### config.mk
export PLATFORM = sky130hd
export DESIGN_NAME = arp_resolver
export DESIGN_NICKNAME = d
export VERILOG_FILES = /design/src/rtl/arp_pkg.sv /design/src/rtl/arp_retry_timer.sv /design/src/rtl/arp_resolver.sv
export SDC_FILE = /design/constraint.sdc
export NUM_CORES = 1
export LEC_CHECK = 0
export ABC_AREA = 1
export CAP_MARGIN = 15
export CORE_UTILIZATION = 48
export CTS_BUF_LIST = sky130_fd_sc_hd__clkbuf_4
export CTS_CLUSTER_SIZE = 12
export DETAILED_ROUTE_END_ITERATION = 16
export GPL_ROUTABILITY_DRIVEN = 0
export GPL_TIMING_DRIVEN = 0
export PLACE_DENSITY = 0.79
export SLEW_MARGIN = 20
export SYNTH_ARGS = -nofsm -noshare
export SYNTH_HDL_FRONTEND = slang
export SYNTH_HIERARCHICAL = 1
export SYNTH_SLANG_ARGS = --single-unit
### constraint.sdc
create_clock -name clk -period 2.29 [get_ports clk]
set_clock_uncertainty 0.15 [all_clocks]
set_input_delay 0.458 -clock clk [delete_from_list [all_inputs] [get_ports clk]]
set_output_delay 0.458 -clock clk [all_outputs]
set_load 0.05 [all_outputs]
### src/rtl/arp_pkg.sv
// Shared types and constants for the ARP resolver control block.
package arp_pkg;

  typedef enum logic [2:0] {
    IDLE,
    SEND_REQ,
    WAIT_REQ_DONE,
    WAIT_REPLY,
    SEND_RPL,
    WAIT_RPL_DONE
  } arp_state_t;

  localparam logic        ARP_TYPE_REQ  = 1'b0;
  localparam logic        ARP_TYPE_RPL  = 1'b1;
  localparam logic [47:0] ARP_BCAST_MAC = 48'hff_ff_ff_ff_ff_ff;

endpackage

### src/rtl/arp_retry_timer.sv
// Per-attempt reply timeout: counts while run is high, holds otherwise,
// and saturates at the expiry value instead of wrapping.
module arp_retry_timer #(
  parameter int TIMEOUT_CYCLES = 125_000_000
) (
  input  logic clk,
  input  logic rst,
  input  logic clr,
  input  logic run,
  output logic expired
);

  localparam int W = $clog2(TIMEOUT_CYCLES + 1);
  localparam logic [W-1:0] LAST = W'(TIMEOUT_CYCLES - 1);

  logic [W-1:0] cnt;

  always_ff @(posedge clk) begin
    if (rst || clr) cnt <= '0;
    else if (run && cnt != LAST) cnt <= cnt + 1'b1;
  end

  assign expired = (cnt == LAST);

endmodule

### src/rtl/arp_resolver.sv
// User-side ARP control: answers incoming requests automatically and resolves
// a target IP to a peer MAC with broadcast requests, timeout and retry.
module arp_resolver
  import arp_pkg::*;
#(
  parameter int TIMEOUT_CYCLES = 125_000_000,
  parameter int MAX_RETRY      = 3
) (
  input  logic        clk,
  input  logic        rst,
  input  logic        resolve_req,
  input  logic [31:0] resolve_ip,
  input  logic        arp_rx_done,
  input  logic        arp_rx_type,
  input  logic [47:0] src_mac,
  input  logic [31:0] src_ip,
  input  logic        tx_done,
  output logic        arp_tx_en,
  output logic        arp_tx_type,
  output logic [47:0] des_mac,
  output logic [31:0] des_ip,
  output logic [47:0] peer_mac,
  output logic [31:0] peer_ip,
  output logic        peer_valid,
  output logic        resolve_busy,
  output logic        resolve_fail
);

  localparam int AW = $clog2(MAX_RETRY + 1);
  localparam logic [AW-1:0] MAX_ATT = AW'(MAX_RETRY);

  arp_state_t  state, next, ret_state;
  logic        rpl_pend;
  logic [47:0] rpl_mac;
  logic [31:0] rpl_ip;
  logic [31:0] target_ip;
  logic [AW-1:0] attempt;
  logic        busy, match, expired, timer_clr, lookup_done, fail;

  assign match = arp_rx_done && (arp_rx_type == ARP_TYPE_RPL) && (src_ip == target_ip);

  arp_retry_timer #(.TIMEOUT_CYCLES(TIMEOUT_CYCLES)) u_timer (
    .clk     (clk),
    .rst     (rst),
    .clr     (timer_clr),
    .run     (state == WAIT_REPLY),
    .expired (expired)
  );

  // A matching reply outranks both reply service and timer expiry.
  always_comb begin
    next        = state;
    timer_clr   = 1'b0;
    lookup_done = 1'b0;
    fail        = 1'b0;
    case (state)
      IDLE:          if (rpl_pend) next = SEND_RPL;
                     else if (busy) next = SEND_REQ;
      SEND_REQ:      next = WAIT_REQ_DONE;
      WAIT_REQ_DONE: if (tx_done) begin
                       next      = WAIT_REPLY;
                       timer_clr = 1'b1;
                     end
      WAIT_REPLY:    if (match) begin
                       next        = IDLE;
                       lookup_done = 1'b1;
                     end else if (rpl_pend) begin
                       next = SEND_RPL;
                     end else if (expired) begin
                       if (attempt < MAX_ATT) next = SEND_REQ;
                       else begin
                         next        = IDLE;
                         fail        = 1'b1;
                         lookup_done = 1'b1;
                       end
                     end
      SEND_RPL:      next = WAIT_RPL_DONE;
      WAIT_RPL_DONE: if (tx_done) next = ret_state;
      default:       next = IDLE;
    endcase
  end

  always_ff @(posedge clk) begin
    if (rst) begin
      state       <= IDLE;
      ret_state   <= IDLE;
      rpl_pend    <= 1'b0;
      rpl_mac     <= '0;
      rpl_ip      <= '0;
      target_ip   <= '0;
      attempt     <= '0;
      busy        <= 1'b0;
      arp_tx_type <= ARP_TYPE_REQ;
      des_mac     <= '0;
      des_ip      <= '0;
      peer_mac    <= '0;
      peer_ip     <= '0;
      peer_valid  <= 1'b0;
    end else begin
      state <= next;
      // Frame fields are captured on entry so they hold until tx_done.
      if (next == SEND_RPL) begin
        ret_state   <= state;
        arp_tx_type <= ARP_TYPE_RPL;
        des_mac     <= rpl_mac;
        des_ip      <= rpl_ip;
      end else if (next == SEND_REQ) begin
        arp_tx_type <= ARP_TYPE_REQ;
        des_mac     <= ARP_BCAST_MAC;
        des_ip      <= target_ip;
      end
      if (arp_rx_done && arp_rx_type == ARP_TYPE_REQ) begin
        rpl_pend <= 1'b1;
        rpl_mac  <= src_mac;
        rpl_ip   <= src_ip;
      end else if (next == SEND_RPL) begin
        rpl_pend <= 1'b0;
      end
      if (state == SEND_REQ) attempt <= attempt + 1'b1;
      if (lookup_done) begin
        busy <= 1'b0;
      end else if (resolve_req && !busy) begin
        busy      <= 1'b1;
        target_ip <= resolve_ip;
        attempt   <= '0;
        if (resolve_ip != peer_ip) peer_valid <= 1'b0;
      end
      if (match) begin
        peer_mac   <= src_mac;
        peer_ip    <= src_ip;
        peer_valid <= 1'b1;
      end
    end
  end

  assign arp_tx_en    = (state == SEND_REQ) || (state == SEND_RPL);
  assign resolve_busy = busy;
  assign resolve_fail = fail;

endmodule

==> flow_metrics.env <==
export IMPL_outcome="finished, violations left"
export IMPL_violations="setup timing"
export IMPL_r2r_start="target_ip[31]$_SDFFE_PP0P_"
export IMPL_hold_start="src_mac[38]"
export IMPL_finalNetCount=2388
export IMPL_place_area_sq_um=16410
export IMPL_tightest_slew_ns=0.8043
export IMPL_final_area_sq_um=19180
export IMPL_cts_sinks=311
export IMPL_critPathBufInv=5
export IMPL_clock_path_buffers=3
export IMPL_syn_cell_area_sq_um=13110
export IMPL_io_pins=283
export IMPL_grt_max_degree=13
export IMPL_yosys_register_bits=311
export IMPL_cp_max_fo=4
export IMPL_drtPass1Iterations=5
export IMPL_cp_slowest_cell="dfxtp_1"
export IMPL_final_setup_worst_slack_ns=-0.7449
export IMPL_drive_above_1_share=0.1816
export IMPL_rows=60
export IMPL_antenna_found_initial=6
export IMPL_wire_per_inst_um=18.18
export IMPL_grtUsageTotal=0.3193
export IMPL_cts_buffers=81
export IMPL_drt_iter0_markers=1457
export IMPL_route_vias_total=14550
export IMPL_htreeDepth=3
export IMPL_root_buffer="clkbuf_4"
export IMPL_rrSetupSlack_ns=-0.59
export IMPL_netlist_top_cells_area="dfxtp_1 47%, nor2_1 14%, o21ai_0 9.4%, nand2_1 5.8%, inv_1 4.8%"
export IMPL_path_common_cell="nand2_1"
export IMPL_setup_viol=179
export IMPL_grt_pass1_vias=13660
export IMPL_post_dp_hpwl_mm=31.29
export IMPL_drc=0
export IMPL_seq_area_frac_synth=0.4748
export IMPL_total_power_w=0.02217
export IMPL_io_buffers=282
export IMPL_p_per_area_nw_per_um2=1156
export IMPL_grt_overflow=0
export IMPL_max_freq_mhz=329.5
export IMPL_wirelength_mm=48.63
export IMPL_yosys_warnings=6
export IMPL_areaGrowthSynthToFinish_pct=46.28
export IMPL_tritoncts="done"
export IMPL_hp_class="in -> reg"
export IMPL_die_y_um=167.3
export IMPL_reg2reg_to="des_mac[40]$_SDFFE_PP0P_"
export IMPL_ant_nets=0
export IMPL_syn_area_per_cell_sq_um=7.154
export IMPL_pre_cts_ws_ns=-1.620
export IMPL_hold_depth=3
export IMPL_worstPathArrival_ns=2.43
export IMPL_ctsHoldBuffers=0
export IMPL_netlist_instances=1833
export IMPL_die_area_sq_um=27990
export IMPL_synth_distinct_cells=37
export IMPL_cp_slowest_stage_delay_ns=0.34
export IMPL_ir_drop_uv=599.4
export IMPL_cap_violations=0
export IMPL_clk_pin_slew_ns=0.08
export IMPL_hold_end="rpl_mac[38]$_SDFFE_PP0P_"
export IMPL_relSlewSlack=0.4638
export IMPL_core_area_sq_um=26880
export IMPL_rr_worst_depth=21
export IMPL_synth_top_cell_area_share=0.4748
export IMPL_rsz0062_at_grt="true"
export IMPL_crit_family="simple AND/OR/NAND/NOR gates"
export IMPL_dp_cells=2456
export IMPL_final_cells=2675
export IMPL_end_kind="primary output"
export IMPL_path_class="reg -> out"
export IMPL_viasPerCell=5.439
export IMPL_synth_nets=1953
export IMPL_drv_slew=0
export IMPL_worstPathCellList="inv_2, nand2_1, nand2_1, inv_1, nand2_1, nor2_2, nand2_2, nor2_4, nand3_4, clkbuf_16, nand3_4, clkinvlp_4, buf_8"
export IMPL_hold_viol=0
export IMPL_p_leak_nw=9.129
export IMPL_dieWidth_um=167.3
export IMPL_start_kind="flip-flop"
export IMPL_postLayoutCoreUtil=0.7138
export IMPL_insertion_delay_ns=0.81
export IMPL_grt_pass1_wl_mm=70.30
export IMPL_initial_utilization=0.4879
export IMPL_period_minus_slack_ns=3.035
export IMPL_yosysTopAreaCell="dfxtp_1"
export IMPL_cp_data_required_time_ns=1.68
export IMPL_period_share=1.325
worst register-to-register path, cell delays in order (launching register included):
cell and delay, ns:
dfxtp_1 0.34, inv_2 0.06, nand2_1 0.06, nand2_1 0.07
inv_1 0.07, nand2_1 0.06, nor2_2 0.14, nand2_2 0.09
nor2_4 0.15, nand3_4 0.11, buf_4 0.16, buf_8 0.13
nand2_2 0.11, nand2_4 0.09, nor2_4 0.15, buf_12 0.14
nand2_8 0.09, buf_12 0.15, buf_6 0.11, clkbuf_8 0.14
o21ai_2 0.11, nor2_1 0.05
metal layers:
metal	share of wire	global-route usage	vias up
li1	-	-	6794
met1	0.37	0.3581	6656
met2	0.46	0.5303	879
met3	0.11	0.09761	219
met4	0.059	0.1986	2
met5	0.00025	0	-
worst max-delay path by stage:
stage	cells past startpoint	slack, ns	from	to
after floorplan	11	0.01	u_timer/cnt[0]$_SDFFE_PP0P_	resolve_fail
after global placement	11	-1.62	src_ip[19]	resolve_fail
after detailed placement	14	-1.62	src_ip[19]	resolve_fail
after CTS	12	-0.62	u_timer/cnt[0]$_SDFFE_PP0P_	resolve_fail
after global routing	13	-0.77	target_ip[31]$_SDFFE_PP0P_	resolve_fail
final	13	-0.74	target_ip[31]$_SDFFE_PP0P_	resolve_fail
logic make-up (layout without fill, tap and decap cells):
kind of cell	Yosys count	count (layout)	share of synthesized area
buf+inv	272	764	0.08263
flops	311	311	0.4748
fa+ha+maj	2	2	0.001908
xor+xnor	36	36	0.02404
compound gates	369	369	0.1444
simple gates	843	847	0.2723
other cells	0	5	0
power breakdown:
group          internal, W  switching [W]  leakage, nW
clock              0.00246        0.00246        0.600
combinational      0.00444        0.00628         5.97
sequential         0.00612       0.000415         2.56
total               0.0130        0.00915         9.13
registers in the layout, indices dropped and copies added (netlist names), 27 cells and up:
signal	flops
target_ip	32
rpl_mac	48
peer_mac	48
rpl_ip	32
u_timer/cnt	27
des_mac	48
des_ip	32
peer_ip	32
cell type report:
type	instances	area, sq um
fillers	2030	7692
inverters	171	660.6
multi-input cells	1254	6269
plain buffers	101	777.0
clock inverters	28	151.4
well taps	341	426.7
flip-flops and latches	311	6282
diodes	5	12.51
clock buffers	116	870.8
repair buffers	348	3734
layout by cell type (no fill, tap or decap), types with 37 or more instances in the layout:
cell	count
nand2_1	186
dlygate4sd2_1	57
inv_1	149
a21oi_1	102
nor2_1	458
clkbuf_1	46
o21ai_0	202
dlymetal6s2s_1	57
clkdlybuf4s50_1	117
nand3_1	71
buf_4	37
dfxtp_1	278
clkbuf_4	119
what timing repair did:
item,4_1_cts,5_1_grt
endpoints found under the setup margin,384,381
pin swaps,21,40
gates resized for setup,273,303
setup buffers,31,21
endpoints found under the hold margin,0,0
cloned,15,3
synthesized netlist by cell type (all sizes together):
master and n:
nor2 487, dfxtp 311, o21ai 247, nand2 211, inv 169, a21oi 104, nand3 88, clkbuf 69
buf 32, xnor2 31, nand4 19, nand3b 17, a211oi 13, or2 10, nor3 7, xor2 5
nor4 3, clkinv 2, ha 2, a2111oi 1, a31oi 1, and3 1, o2111ai 1, o21a 1
o21bai 1
per-stage QoR:
step                TNS (ns)  hold WS [ns]
floorplan                  0        0.2801
global placement     -237.43        0.2917
detailed placement   -240.35        0.2958
CTS                   -44.27        0.1677
global route          -65.97        0.1681
finish                -59.90        0.1596
Note: power is estimated with default switching activity, not from simulation.
